--- src/rtl/fpu_wb_pkg.sv ---
// Shared types and constants for the FPU writeback stage.
package fpu_wb_pkg;
    localparam int WB_XLEN = 32;
    localparam int WB_FLEN = 16;
    localparam int WB_AW   = 5;

    // Bit positions inside the {NV,DZ,OF,UF,NX} exception flag vector
    localparam int FLAG_NV = 4;
    localparam int FLAG_DZ = 3;
    localparam int FLAG_OF = 2;
    localparam int FLAG_UF = 1;
    localparam int FLAG_NX = 0;

    localparam logic [WB_AW-1:0] REG_X0 = '0;

    typedef struct packed {
        logic [WB_AW-1:0]   addr;
        logic [WB_XLEN-1:0] data;
    } gpr_wr_t;
endpackage

--- src/rtl/fpu_writeback_if.sv ---
// Result/write-port bundle between execute, the writeback stage and the register files.
interface fpu_writeback_if #(
    parameter int XLEN = 32,
    parameter int FLEN = 16,
    parameter int AW   = 5
);
    logic            alu_valid;
    logic [AW-1:0]   alu_rd;
    logic [XLEN-1:0] alu_data;
    logic            fint_valid;
    logic [AW-1:0]   fint_rd;
    logic [XLEN-1:0] fint_data;
    logic            ffp_valid;
    logic [AW-1:0]   ffp_rd;
    logic [FLEN-1:0] ffp_data;
    logic [4:0]      sflags;
    logic            iv_exception;
    logic            fflags_clr;
    logic            gpr_we;
    logic [AW-1:0]   gpr_waddr;
    logic [XLEN-1:0] gpr_wdata;
    logic            fpr_we;
    logic [AW-1:0]   fpr_waddr;
    logic [FLEN-1:0] fpr_wdata;
    logic [4:0]      fflags;
    logic            iv_trap;
    logic            wb_busy;
    logic            ovf_err;

    modport master (
        output alu_valid, alu_rd, alu_data, fint_valid, fint_rd, fint_data,
               ffp_valid, ffp_rd, ffp_data, sflags, iv_exception, fflags_clr,
        input  gpr_we, gpr_waddr, gpr_wdata, fpr_we, fpr_waddr, fpr_wdata,
               fflags, iv_trap, wb_busy, ovf_err
    );

    modport slave (
        input  alu_valid, alu_rd, alu_data, fint_valid, fint_rd, fint_data,
               ffp_valid, ffp_rd, ffp_data, sflags, iv_exception, fflags_clr,
        output gpr_we, gpr_waddr, gpr_wdata, fpr_we, fpr_waddr, fpr_wdata,
               fflags, iv_trap, wb_busy, ovf_err
    );
endinterface

--- src/rtl/fpu_wb_fifo.sv ---
// Conflict queue for GPR writes that lost arbitration; accepts up to two pushes per cycle.
module fpu_wb_fifo
    import fpu_wb_pkg::*;
#(
    parameter int DEPTH = 2,
    localparam int PW = $clog2(DEPTH),
    localparam int CW = $clog2(DEPTH) + 1
) (
    input  logic          clk,
    input  logic          rst,
    input  logic          i_push0,
    input  gpr_wr_t       i_push0_data,
    input  logic          i_push1,
    input  gpr_wr_t       i_push1_data,
    input  logic          i_pop,
    output gpr_wr_t       o_head,
    output logic [CW-1:0] o_count,
    output logic          o_ovf
);
    gpr_wr_t       r_mem [DEPTH];
    logic [PW-1:0] r_wr_ptr;
    logic [PW-1:0] r_rd_ptr;
    logic [CW-1:0] r_count;
    logic          r_ovf;

    logic [CW-1:0] w_avail;
    logic [PW-1:0] w_wr_ptr1;
    logic          w_acc0;
    logic          w_acc1;
    logic          w_drop;

    // A pop in the same cycle frees a slot for an incoming push
    assign w_avail   = CW'(DEPTH) - r_count + CW'(i_pop);
    assign w_acc0    = i_push0 && (w_avail != '0);
    assign w_acc1    = i_push1 && (w_avail >= CW'(2));
    assign w_drop    = (i_push0 && !w_acc0) || (i_push1 && !w_acc1);
    assign w_wr_ptr1 = r_wr_ptr + PW'(1);

    generate
        for (genvar gi = 0; gi < DEPTH; gi++) begin : g_entry
            always_ff @(posedge clk) begin
                if (w_acc0 && (r_wr_ptr == PW'(gi))) begin
                    r_mem[gi] <= i_push0_data;
                end else if (w_acc1 && (w_wr_ptr1 == PW'(gi))) begin
                    r_mem[gi] <= i_push1_data;
                end
            end
        end
    endgenerate

    always_ff @(posedge clk) begin
        if (rst) begin
            r_wr_ptr <= '0;
            r_rd_ptr <= '0;
            r_count  <= '0;
            r_ovf    <= 1'b0;
        end else begin
            r_wr_ptr <= r_wr_ptr + PW'(w_acc0) + PW'(w_acc1);
            r_rd_ptr <= r_rd_ptr + PW'(i_pop);
            r_count  <= r_count + CW'(w_acc0) + CW'(w_acc1) - CW'(i_pop);
            if (w_drop) begin
                r_ovf <= 1'b1;
            end
        end
    end

    assign o_head  = r_mem[r_rd_ptr];
    assign o_count = r_count;
    assign o_ovf   = r_ovf;
endmodule

--- src/rtl/fpu_writeback.sv ---
// Writeback stage: arbitrates the single GPR write port, forwards FP results, accumulates fflags.
module fpu_writeback
    import fpu_wb_pkg::*;
#(
    parameter int XLEN  = WB_XLEN,
    parameter int FLEN  = WB_FLEN,
    parameter int AW    = WB_AW,
    parameter int DEPTH = 2,
    localparam int CW = $clog2(DEPTH) + 1
) (
    input  logic      clk,
    input  logic      rst,
    fpu_writeback_if.slave wb
);
    logic            w_alu_c;
    logic            w_fint_c;
    logic            w_head_v;
    logic            w_win_v;
    gpr_wr_t         w_win;
    gpr_wr_t         w_head;
    gpr_wr_t         w_alu_req;
    gpr_wr_t         w_fint_req;
    gpr_wr_t         w_push0_data;
    logic            w_alu_push;
    logic            w_fint_push;
    logic            w_push0;
    logic            w_push1;
    logic [CW-1:0]   w_count;
    logic            w_ovf;
    logic            w_fpu_any;

    logic            r_gpr_we;
    logic [AW-1:0]   r_gpr_waddr;
    logic [XLEN-1:0] r_gpr_wdata;
    logic            r_fpr_we;
    logic [AW-1:0]   r_fpr_waddr;
    logic [FLEN-1:0] r_fpr_wdata;
    logic [4:0]      r_fflags;
    logic            r_iv_trap;

    // Writes to x0 are discarded before they can win or occupy the queue
    assign w_alu_c    = wb.alu_valid  && (wb.alu_rd  != REG_X0);
    assign w_fint_c   = wb.fint_valid && (wb.fint_rd != REG_X0);
    assign w_alu_req  = {wb.alu_rd, wb.alu_data};
    assign w_fint_req = {wb.fint_rd, wb.fint_data};
    assign w_head_v   = (w_count != '0);
    assign w_fpu_any  = wb.ffp_valid | wb.fint_valid;

    always_comb begin
        w_win_v     = 1'b1;
        w_win       = w_head;
        w_alu_push  = 1'b0;
        w_fint_push = 1'b0;
        if (w_head_v) begin
            w_alu_push  = w_alu_c;
            w_fint_push = w_fint_c;
        end else if (w_alu_c) begin
            w_win       = w_alu_req;
            w_fint_push = w_fint_c;
        end else if (w_fint_c) begin
            w_win = w_fint_req;
        end else begin
            w_win_v = 1'b0;
        end
    end

    // Compact the losers so the FIFO sees ALU ahead of FINT on its first port
    assign w_push0      = w_alu_push | w_fint_push;
    assign w_push1      = w_alu_push & w_fint_push;
    assign w_push0_data = w_alu_push ? w_alu_req : w_fint_req;

    fpu_wb_fifo #(.DEPTH(DEPTH)) u_fifo (
        .clk         (clk),
        .rst         (rst),
        .i_push0     (w_push0),
        .i_push0_data(w_push0_data),
        .i_push1     (w_push1),
        .i_push1_data(w_fint_req),
        .i_pop       (w_head_v),
        .o_head      (w_head),
        .o_count     (w_count),
        .o_ovf       (w_ovf)
    );

    always_ff @(posedge clk) begin
        if (rst) begin
            r_gpr_we    <= 1'b0;
            r_gpr_waddr <= '0;
            r_gpr_wdata <= '0;
            r_fpr_we    <= 1'b0;
            r_fpr_waddr <= '0;
            r_fpr_wdata <= '0;
            r_fflags    <= '0;
            r_iv_trap   <= 1'b0;
        end else begin
            r_gpr_we <= w_win_v;
            if (w_win_v) begin
                r_gpr_waddr <= w_win.addr;
                r_gpr_wdata <= w_win.data;
            end
            r_fpr_we    <= wb.ffp_valid;
            r_fpr_waddr <= wb.ffp_rd;
            r_fpr_wdata <= wb.ffp_data;
            r_fflags    <= (wb.fflags_clr ? 5'd0 : r_fflags) | (w_fpu_any ? wb.sflags : 5'd0);
            r_iv_trap   <= wb.iv_exception & w_fpu_any;
        end
    end

    assign wb.gpr_we    = r_gpr_we;
    assign wb.gpr_waddr = r_gpr_waddr;
    assign wb.gpr_wdata = r_gpr_wdata;
    assign wb.fpr_we    = r_fpr_we;
    assign wb.fpr_waddr = r_fpr_waddr;
    assign wb.fpr_wdata = r_fpr_wdata;
    assign wb.fflags    = r_fflags;
    assign wb.iv_trap   = r_iv_trap;
    assign wb.wb_busy   = (w_count >= CW'(DEPTH - 1));
    assign wb.ovf_err   = w_ovf;
endmodule

--- src/flat_wrapper.sv ---
// flat-port wrapper written by rule: the top's interface ports become plain ports
module fpu_writeback_flat import fpu_wb_pkg::*;
#(
    parameter int XLEN  = WB_XLEN,
    parameter int FLEN  = WB_FLEN,
    parameter int AW    = WB_AW,
    parameter int DEPTH = 2,
    localparam int CW = $clog2(DEPTH) + 1
)
  (clk, rst, wb_alu_valid, wb_alu_rd, wb_alu_data, wb_fint_valid, wb_fint_rd, wb_fint_data, wb_ffp_valid, wb_ffp_rd, wb_ffp_data, wb_sflags, wb_iv_exception, wb_fflags_clr, wb_gpr_we, wb_gpr_waddr, wb_gpr_wdata, wb_fpr_we, wb_fpr_waddr, wb_fpr_wdata, wb_fflags, wb_iv_trap, wb_wb_busy, wb_ovf_err);
  fpu_writeback_if #(.XLEN(XLEN), .FLEN(FLEN), .AW(AW)) wb_i ();
  input  logic clk;
  input  logic rst;
  input wire logic [$bits(wb_i.alu_valid)-1:0] wb_alu_valid;
  input wire logic [$bits(wb_i.alu_rd)-1:0] wb_alu_rd;
  input wire logic [$bits(wb_i.alu_data)-1:0] wb_alu_data;
  input wire logic [$bits(wb_i.fint_valid)-1:0] wb_fint_valid;
  input wire logic [$bits(wb_i.fint_rd)-1:0] wb_fint_rd;
  input wire logic [$bits(wb_i.fint_data)-1:0] wb_fint_data;
  input wire logic [$bits(wb_i.ffp_valid)-1:0] wb_ffp_valid;
  input wire logic [$bits(wb_i.ffp_rd)-1:0] wb_ffp_rd;
  input wire logic [$bits(wb_i.ffp_data)-1:0] wb_ffp_data;
  input wire logic [$bits(wb_i.sflags)-1:0] wb_sflags;
  input wire logic [$bits(wb_i.iv_exception)-1:0] wb_iv_exception;
  input wire logic [$bits(wb_i.fflags_clr)-1:0] wb_fflags_clr;
  output wire logic [$bits(wb_i.gpr_we)-1:0] wb_gpr_we;
  output wire logic [$bits(wb_i.gpr_waddr)-1:0] wb_gpr_waddr;
  output wire logic [$bits(wb_i.gpr_wdata)-1:0] wb_gpr_wdata;
  output wire logic [$bits(wb_i.fpr_we)-1:0] wb_fpr_we;
  output wire logic [$bits(wb_i.fpr_waddr)-1:0] wb_fpr_waddr;
  output wire logic [$bits(wb_i.fpr_wdata)-1:0] wb_fpr_wdata;
  output wire logic [$bits(wb_i.fflags)-1:0] wb_fflags;
  output wire logic [$bits(wb_i.iv_trap)-1:0] wb_iv_trap;
  output wire logic [$bits(wb_i.wb_busy)-1:0] wb_wb_busy;
  output wire logic [$bits(wb_i.ovf_err)-1:0] wb_ovf_err;
  assign wb_i.alu_valid = wb_alu_valid;
  assign wb_i.alu_rd = wb_alu_rd;
  assign wb_i.alu_data = wb_alu_data;
  assign wb_i.fint_valid = wb_fint_valid;
  assign wb_i.fint_rd = wb_fint_rd;
  assign wb_i.fint_data = wb_fint_data;
  assign wb_i.ffp_valid = wb_ffp_valid;
  assign wb_i.ffp_rd = wb_ffp_rd;
  assign wb_i.ffp_data = wb_ffp_data;
  assign wb_i.sflags = wb_sflags;
  assign wb_i.iv_exception = wb_iv_exception;
  assign wb_i.fflags_clr = wb_fflags_clr;
  assign wb_gpr_we = wb_i.gpr_we;
  assign wb_gpr_waddr = wb_i.gpr_waddr;
  assign wb_gpr_wdata = wb_i.gpr_wdata;
  assign wb_fpr_we = wb_i.fpr_we;
  assign wb_fpr_waddr = wb_i.fpr_waddr;
  assign wb_fpr_wdata = wb_i.fpr_wdata;
  assign wb_fflags = wb_i.fflags;
  assign wb_iv_trap = wb_i.iv_trap;
  assign wb_wb_busy = wb_i.wb_busy;
  assign wb_ovf_err = wb_i.ovf_err;
  fpu_writeback #(.XLEN(XLEN), .FLEN(FLEN), .AW(AW), .DEPTH(DEPTH)) u_core (.clk(clk), .rst(rst), .wb(wb_i));
endmodule
--- config.mk ---
export PLATFORM = sky130hd
export DESIGN_NAME = fpu_writeback_flat
export DESIGN_NICKNAME = d
export VERILOG_FILES = /design/src/rtl/fpu_wb_pkg.sv /design/src/rtl/fpu_writeback_if.sv /design/src/rtl/fpu_wb_fifo.sv /design/src/rtl/fpu_writeback.sv /design/src/flat_wrapper.sv
export SDC_FILE = /design/constraint.sdc
export NUM_CORES = 1
export LEC_CHECK = 0
export ABC_AREA = 1
export BUFFER_PORTS_ARGS = -buffer_cell sky130_fd_sc_hd__buf_4
export CAP_MARGIN = 40
export CORE_MARGIN = 5
export CORE_UTILIZATION = 51
export DETAILED_ROUTE_END_ITERATION = 6
export PLACE_DENSITY = 0.86
export RECOVER_POWER = 50
export REMOVE_ABC_BUFFERS = 1
export SLEW_MARGIN = 20
export SYNTH_ARGS = -nofsm -noshare
export SYNTH_HDL_FRONTEND = slang
export SYNTH_HIERARCHICAL = 1
export SYNTH_SLANG_ARGS = --single-unit
--- constraint.sdc ---
create_clock -name clk -period 6.1 [get_ports clk]
set_clock_uncertainty 0.2 [all_clocks]
set_input_delay 0.915 -clock clk [delete_from_list [all_inputs] [get_ports clk]]
set_output_delay 0.915 -clock clk [all_outputs]
set_load 0.02 [all_outputs]
# After elaboration in Yosys (flattened, before gate mapping)
# Memories as Yosys holds them, arrays and structs flattened. A register that Yosys moved wholly into a read port is not among the register bits.
# Index checks and enable logic that the tools add are counted.
# op_classes
n_addsub	9
magnitude_cmp	2
n_mux	25
bitwise_logic	9
n_reduce_logical	17
# ops
cell	count
two-way mux 37 bit	6
two-way mux 1 bit	17
logical AND 1 bit	10
two-way mux 5 bit	2
nonzero test 5 bit	2
adder 2 x 1 -> 2 bit	3
bitwise OR 5 bit	1
bitwise OR 1 bit	4
nonzero test 2 bit	2
adder 1 bit	3
bitwise AND 1 bit	2
greater-or-equal comparator 2 x 1 -> 1 bit, second input constant	1
greater-or-equal comparator 2 bit, second input constant	1
logical NOT 1 bit	2
inverter 1 bit	2
subtractor 2 x 1 -> 2 bit	1
subtractor 2 bit, first input constant	1
adder 1 bit, second input constant	1
logical OR 1 bit	1
# totals
reg_bits	71
ram_bits	74
out_inout_bits	68
word_cells	75
mem_count	1
# memory_table
name	words	word_bits	read_ports	rd_clocked_by_memory_dff	write_ports	line_no	text
u_core.u_fifo.r_mem	2	37	1	1	2	fpu_wb_fifo.sv:20	gpr_wr_t r_mem [DEPTH];

# Longest topological paths before layout
# logic_depth
depth_word	11
depth_mapped	17
mapped_depth_nobuf	15

# By module
# The synthesis kept the hierarchy.
# by_module_without_submodules
module	n_inst	cells_per_inst	area_each_um2	seq_area_each_um2
fpu_writeback	1	764	4355.4	1321.3
fpu_wb_fifo	1	362	3941.3	2322.2

# Worst setup path before layout
# OpenSTA, ideal clock, no wires.
# synth_path
path_kind	input-to-reg
start	in wb_alu_valid
end	mem u_core/u_fifo/r_mem[0][0] in the netlist's numbering, enable pin
t_arrival_ns	4.545
required_time_ns	5.417
path_slack_ns	0.873
stages	8
n_path_buf	2
path_cell_list	buf_2 -> nand2_4 -> nand2_2 -> buf_6 -> clkinv_1 -> o21ai_0 -> nand2_1 -> o21ai_0
# synth_lines
item	line_no	text
start, declared	flat_wrapper.sv:14	input wire logic [$bits(wb_i.alu_valid)-1:0] wb_alu_valid;
end, declared	fpu_wb_fifo.sv:20	

# Worst setup path after layout
# layout_path
start	reg u_core.u_fifo.r_count[0], in the netlist u_core/u_fifo/o_count[0]
end	reg u_core.u_fifo.r_count[1], in the netlist u_core/u_fifo/o_count[1]
# layout_via
elab_chain_cells	7
elab_cells_between_ends	14
# layout_lines
item	line_no	text
start, declared	fpu_wb_fifo.sv:23	logic [CW-1:0] r_count;
start signal, assigned	fpu_wb_fifo.sv:60	r_count <= r_count + CW'(w_acc0) + CW'(w_acc1) - CW'(i_pop);
nonzero test 2 bit (*)	fpu_writeback.sv:46	assign w_head_v = (w_count != '0);
two-way mux 1 bit	fpu_writeback.sv:54	if (w_head_v) begin
bitwise OR 1 bit (*)	fpu_writeback.sv:68	assign w_push0 = w_alu_push | w_fint_push;
via u_core.w_push0	fpu_writeback.sv:26	logic w_push0;
logical AND 1 bit (*)	fpu_wb_fifo.sv:34	assign w_acc0 = i_push0 && (w_avail != '0);
adder 2 x 1 -> 2 bit (*) (2 in series)	fpu_wb_fifo.sv:60	
subtractor 2 x 1 -> 2 bit (*)	fpu_wb_fifo.sv:60	
# The timed path passes the listed nets; every way through them passes the cells marked *.
# A chain may end at the register's enable or synchronous reset.

==> impl_metrics.csv <==
group,metric,value,unit
status,outcome,"finished with violations",
status,failed_checks,"capacitance limit, slew limit",
logic_synthesis,async_flop_share,0,
sta,max_slew.worst_pin.slew,2.72,ns
worst_setup_path,start_kind,"flop",
floorplan,fp.coreArea,15900,sq um
worst_setup_path,worst-setup-path-type,"reg2reg",
logic_synthesis,syn-cell-area,8300,sq um
route,first_pass_iters,5,
sta,period_share,0.772,
route,drtIter0Drc,846,
logic_synthesis,synth_most_common_cell,"nand2_1",
logic_synthesis,synth-edff-count,74,
logic_synthesis,synth_compound_area_frac,0.0976,
logic_synthesis,synth.distinct_cells,32,
worst_hold_path,hp-class,"reg2reg",
grt,grt_pass1_vias,7326,
cells_and_area,layout-drive-gt1-share,0.157,
logic_synthesis,synthMuxAreaShare,0.0593,
floorplan,die_area,18900,sq um
sta,slew_viol_final,108,
power_and_ir_drop,p_sw,1790,uW
worst_setup_path,cp.arrival,4.84,ns
logic_synthesis,yosysTopAreaCell,"edfxtp_1",
logic_synthesis,yosys_warnings,6,
route,viasPerCell,5.16,
clock_network,cts_buffers,17,
clock_network,cts_tree,"done",
sta,finalSetupTns,0,ns
worst_setup_path,crit_required,6.23,ns
run,maxCapViolCount,2,
grt,grt_overflow,0,
logic_synthesis,synthCells,1126,
floorplan,initial_core_util,0.520,
grt,grtUsageMet3,0.0767,
cells_and_area,nNetsFinal,1370,
power_and_ir_drop,swShare,0.404,
route,wl_per_cell,14.7,um
logic_synthesis,synth_ff_type,"edfxtp_1",
route,drc,0,
logic_synthesis,synth_xor_xnor_area_share,0.00211,
cells_and_area,fin_util,0.622,
logic_synthesis,synth_top_area_share,0.268,
clock_network,hold_buffers,0,
sta,hold_viol_final,0,
cells_and_area,fillers,1416,
clock_network,cts_resized,0,
sta,rsz0062_at_grt,"false",
worst_setup_path,endpoint_kind,"flop",
power_and_ir_drop,ir_drop,0.245,mV
cells_and_area,syn2layout_area_growth,19.5,%
placement,dp_hpwl,14.4,mm
power_and_ir_drop,power_density,447,nW/um^2
clock_network,path_clk_slew,0.07,ns
clock_network,clock-root-buffer,"clkbuf_16",
power_and_ir_drop,seq_power_share,0.351,
sta,period_needed,4.71,ns
logic_synthesis,synth-seq-area-share,0.439,
grt,grt-busiest-layer,"met2",
sta,finalSetupViolCount,0,
grt,grt_max_degree,75,
route,wl,21.8,mm
sta,max_slew_margin,-0.812,
clock_network,clk_path_buf_depth,2,
floorplan,dieHeight,138,um
logic_synthesis,synth_common_cells,"nand2_1, nor2_1, o21ai_0",
logic_synthesis,synthSimpleGateAreaFrac,0.294,
sta,timing.fmax,212,MHz
clock_network,htree_num_levels,4,
floorplan,core.rowCount,46,
logic_synthesis,synth_top_family_by_area,"simple AND/OR/NAND/NOR gates",
clock_network,clock_latency,0.43,ns
logic_synthesis,syn_area_per_cell,7.37,sq um
logic_synthesis,synthTopCellsByArea,"edfxtp_1, dfxtp_1, nand2_1",
worst_setup_path,crit_fanout,44,
cells_and_area,diodes,0,
grt,antenna_found_initial,0,
grt,use_met1,0.280,
power_and_ir_drop,p_comb_frac,0.423,
logic_synthesis,synth_fa_ha_area_frac,0.00845,
clock_network,clock_sinks,145,
power_and_ir_drop,power.leakage,0.00466,uW
route,ant_nets,0,
grt,grt.total_usage,0.233,
placement,gp_congestion,0.817,
grt,use_met2,0.400,
power_and_ir_drop,power.internal,2640,uW
grt,grt_pass1_wl,34.9,mm
clock_network,post-cts-setup-buffers,0,
logic_synthesis,ys_seq_elements,145,
placement,io_buffers,174,
floorplan,fp.dieW,138,um
floorplan,io_pins,175,
route,vias,7673,
power_and_ir_drop,clkPwrFrac,0.226,
-- path summary, 6_finish.rpt --
| kind | startpoint | endpoint | slack (ns) | depth (start not counted) |
|---|---|---|---|---|
| setup / recovery | u_core/u_fifo/o_count[0] | u_core/u_fifo/o_count[1] | 1.39 | 14 |
| hold / removal | u_core/wb.fflags[2] | u_core/wb.fflags[2] | 0.27 | 2 |
| setup reg to reg | u_core/u_fifo/o_count[0] | u_core/u_fifo/o_count[1] | 1.39 | 14 |
| hold reg to reg | u_core/wb.fflags[2] | u_core/wb.fflags[2] | 0.27 | 2 |
-- cell families after synthesis --
logic type,after synthesis
AND/OR/NAND/NOR,582
buffers and inverters,194
AO/OA/AOI/OAI,161
flip-flops,145
multiplexers,37
adder cells (fa/ha/maj),5
XOR/XNOR,2
-- registers in the layout, indices dropped and copies added, names as in the netlist --
name and flops:
u_core/u_fifo/r_rd_ptr 1, u_core/wb.fflags 5, u_core/wb.fpr_we 1, u_core/wb.iv_trap 1, u_core/u_fifo/r_wr_ptr 1, u_core/u_fifo/o_count 2, u_core/wb.gpr_wdata 32, u_core/wb.fpr_wdata 16
u_core/wb.fpr_waddr 5, u_core/wb.gpr_waddr 5, u_core/u_fifo/o_ovf 1, u_core/wb.gpr_we 1, u_core/u_fifo/r_mem 74
-- power by group through the flow --
stage	Sequential [uW]	Combinational [uW]	Clock, uW
after floorplan	1730	1180	0
after global placement	1560	1890	0
after detailed placement	1580	1950	0
after CTS	1560	1960	1020
after global routing	1590	2100	1070
final	1550	1880	1000
-- per-stage QoR --
step | total power, uW | std cells | cell area (sq um) | setup slack [ns] | hold WS (ns)
final | 4430 | 1487 | 9910 | 1.39 | 0.265
after global routing | 4750 | 1487 | 9910 | 1.04 | 0.282
after floorplan | 2900 | 1055 | 7940 | 0.252 | 0.335
after detailed placement | 3530 | 1455 | 9650 | 1.78 | 0.257
after CTS | 4540 | 1487 | 10200 | 2.22 | 0.268
after global placement | 3450 | 1453 | 9600 | 1.74 | 0.252
-- placed cells by master, fill, tap and decap left out, types with 13 or more instances in the layout --
| cell | count |
|---|---|
| buf_4 | 112 |
| o21ai_0 | 126 |
| dfxtp_1 | 70 |
| nor2_1 | 139 |
| o21ai_1 | 19 |
| edfxtp_1 | 74 |
| nand2_1 | 353 |
| a21oi_1 | 13 |
| clkbuf_1 | 71 |
| nand3b_1 | 31 |
| mux2_4 | 20 |
| nand3_1 | 44 |
| clkbuf_16 | 17 |
| mux2_2 | 17 |
| inv_1 | 119 |
-- cell type report --
| class | count | area (sq um) | area share |
|---|---|---|---|
| multi-input cells | 787 | 3850 | 0.388 |
| flip-flops and latches | 145 | 3640 | 0.368 |
| repair buffers | 184 | 1130 | 0.114 |
| inverters | 123 | 462 | 0.0466 |
| clock buffers | 17 | 425 | 0.0429 |
| well taps | 216 | 270 | 0.0273 |
| clock inverters | 15 | 136 | 0.0138 |
-- layer usage --
layer,part of all wire,vias up
li1,-,3833
met4,0.012,0
met1,0.41,3495
met5,0,-
met2,0.49,316
met3,0.091,29
-- critical path: stages (launching register included) --
cell and delay (ns):
dfxtp_1 0.44, nor2_4 0.05, inv_1 0.08, clkbuf_1 1.69, nand2_2 0.10, buf_4 0.39
o21ai_0 0.24, nand2_1 0.22, ha_1 0.32, inv_1 0.06, fa_1 0.37, xnor2_1 0.22
nand2_1 0.07, nand2_1 0.06, nor2_1 0.04
Power figures use the tool's default switching activity.
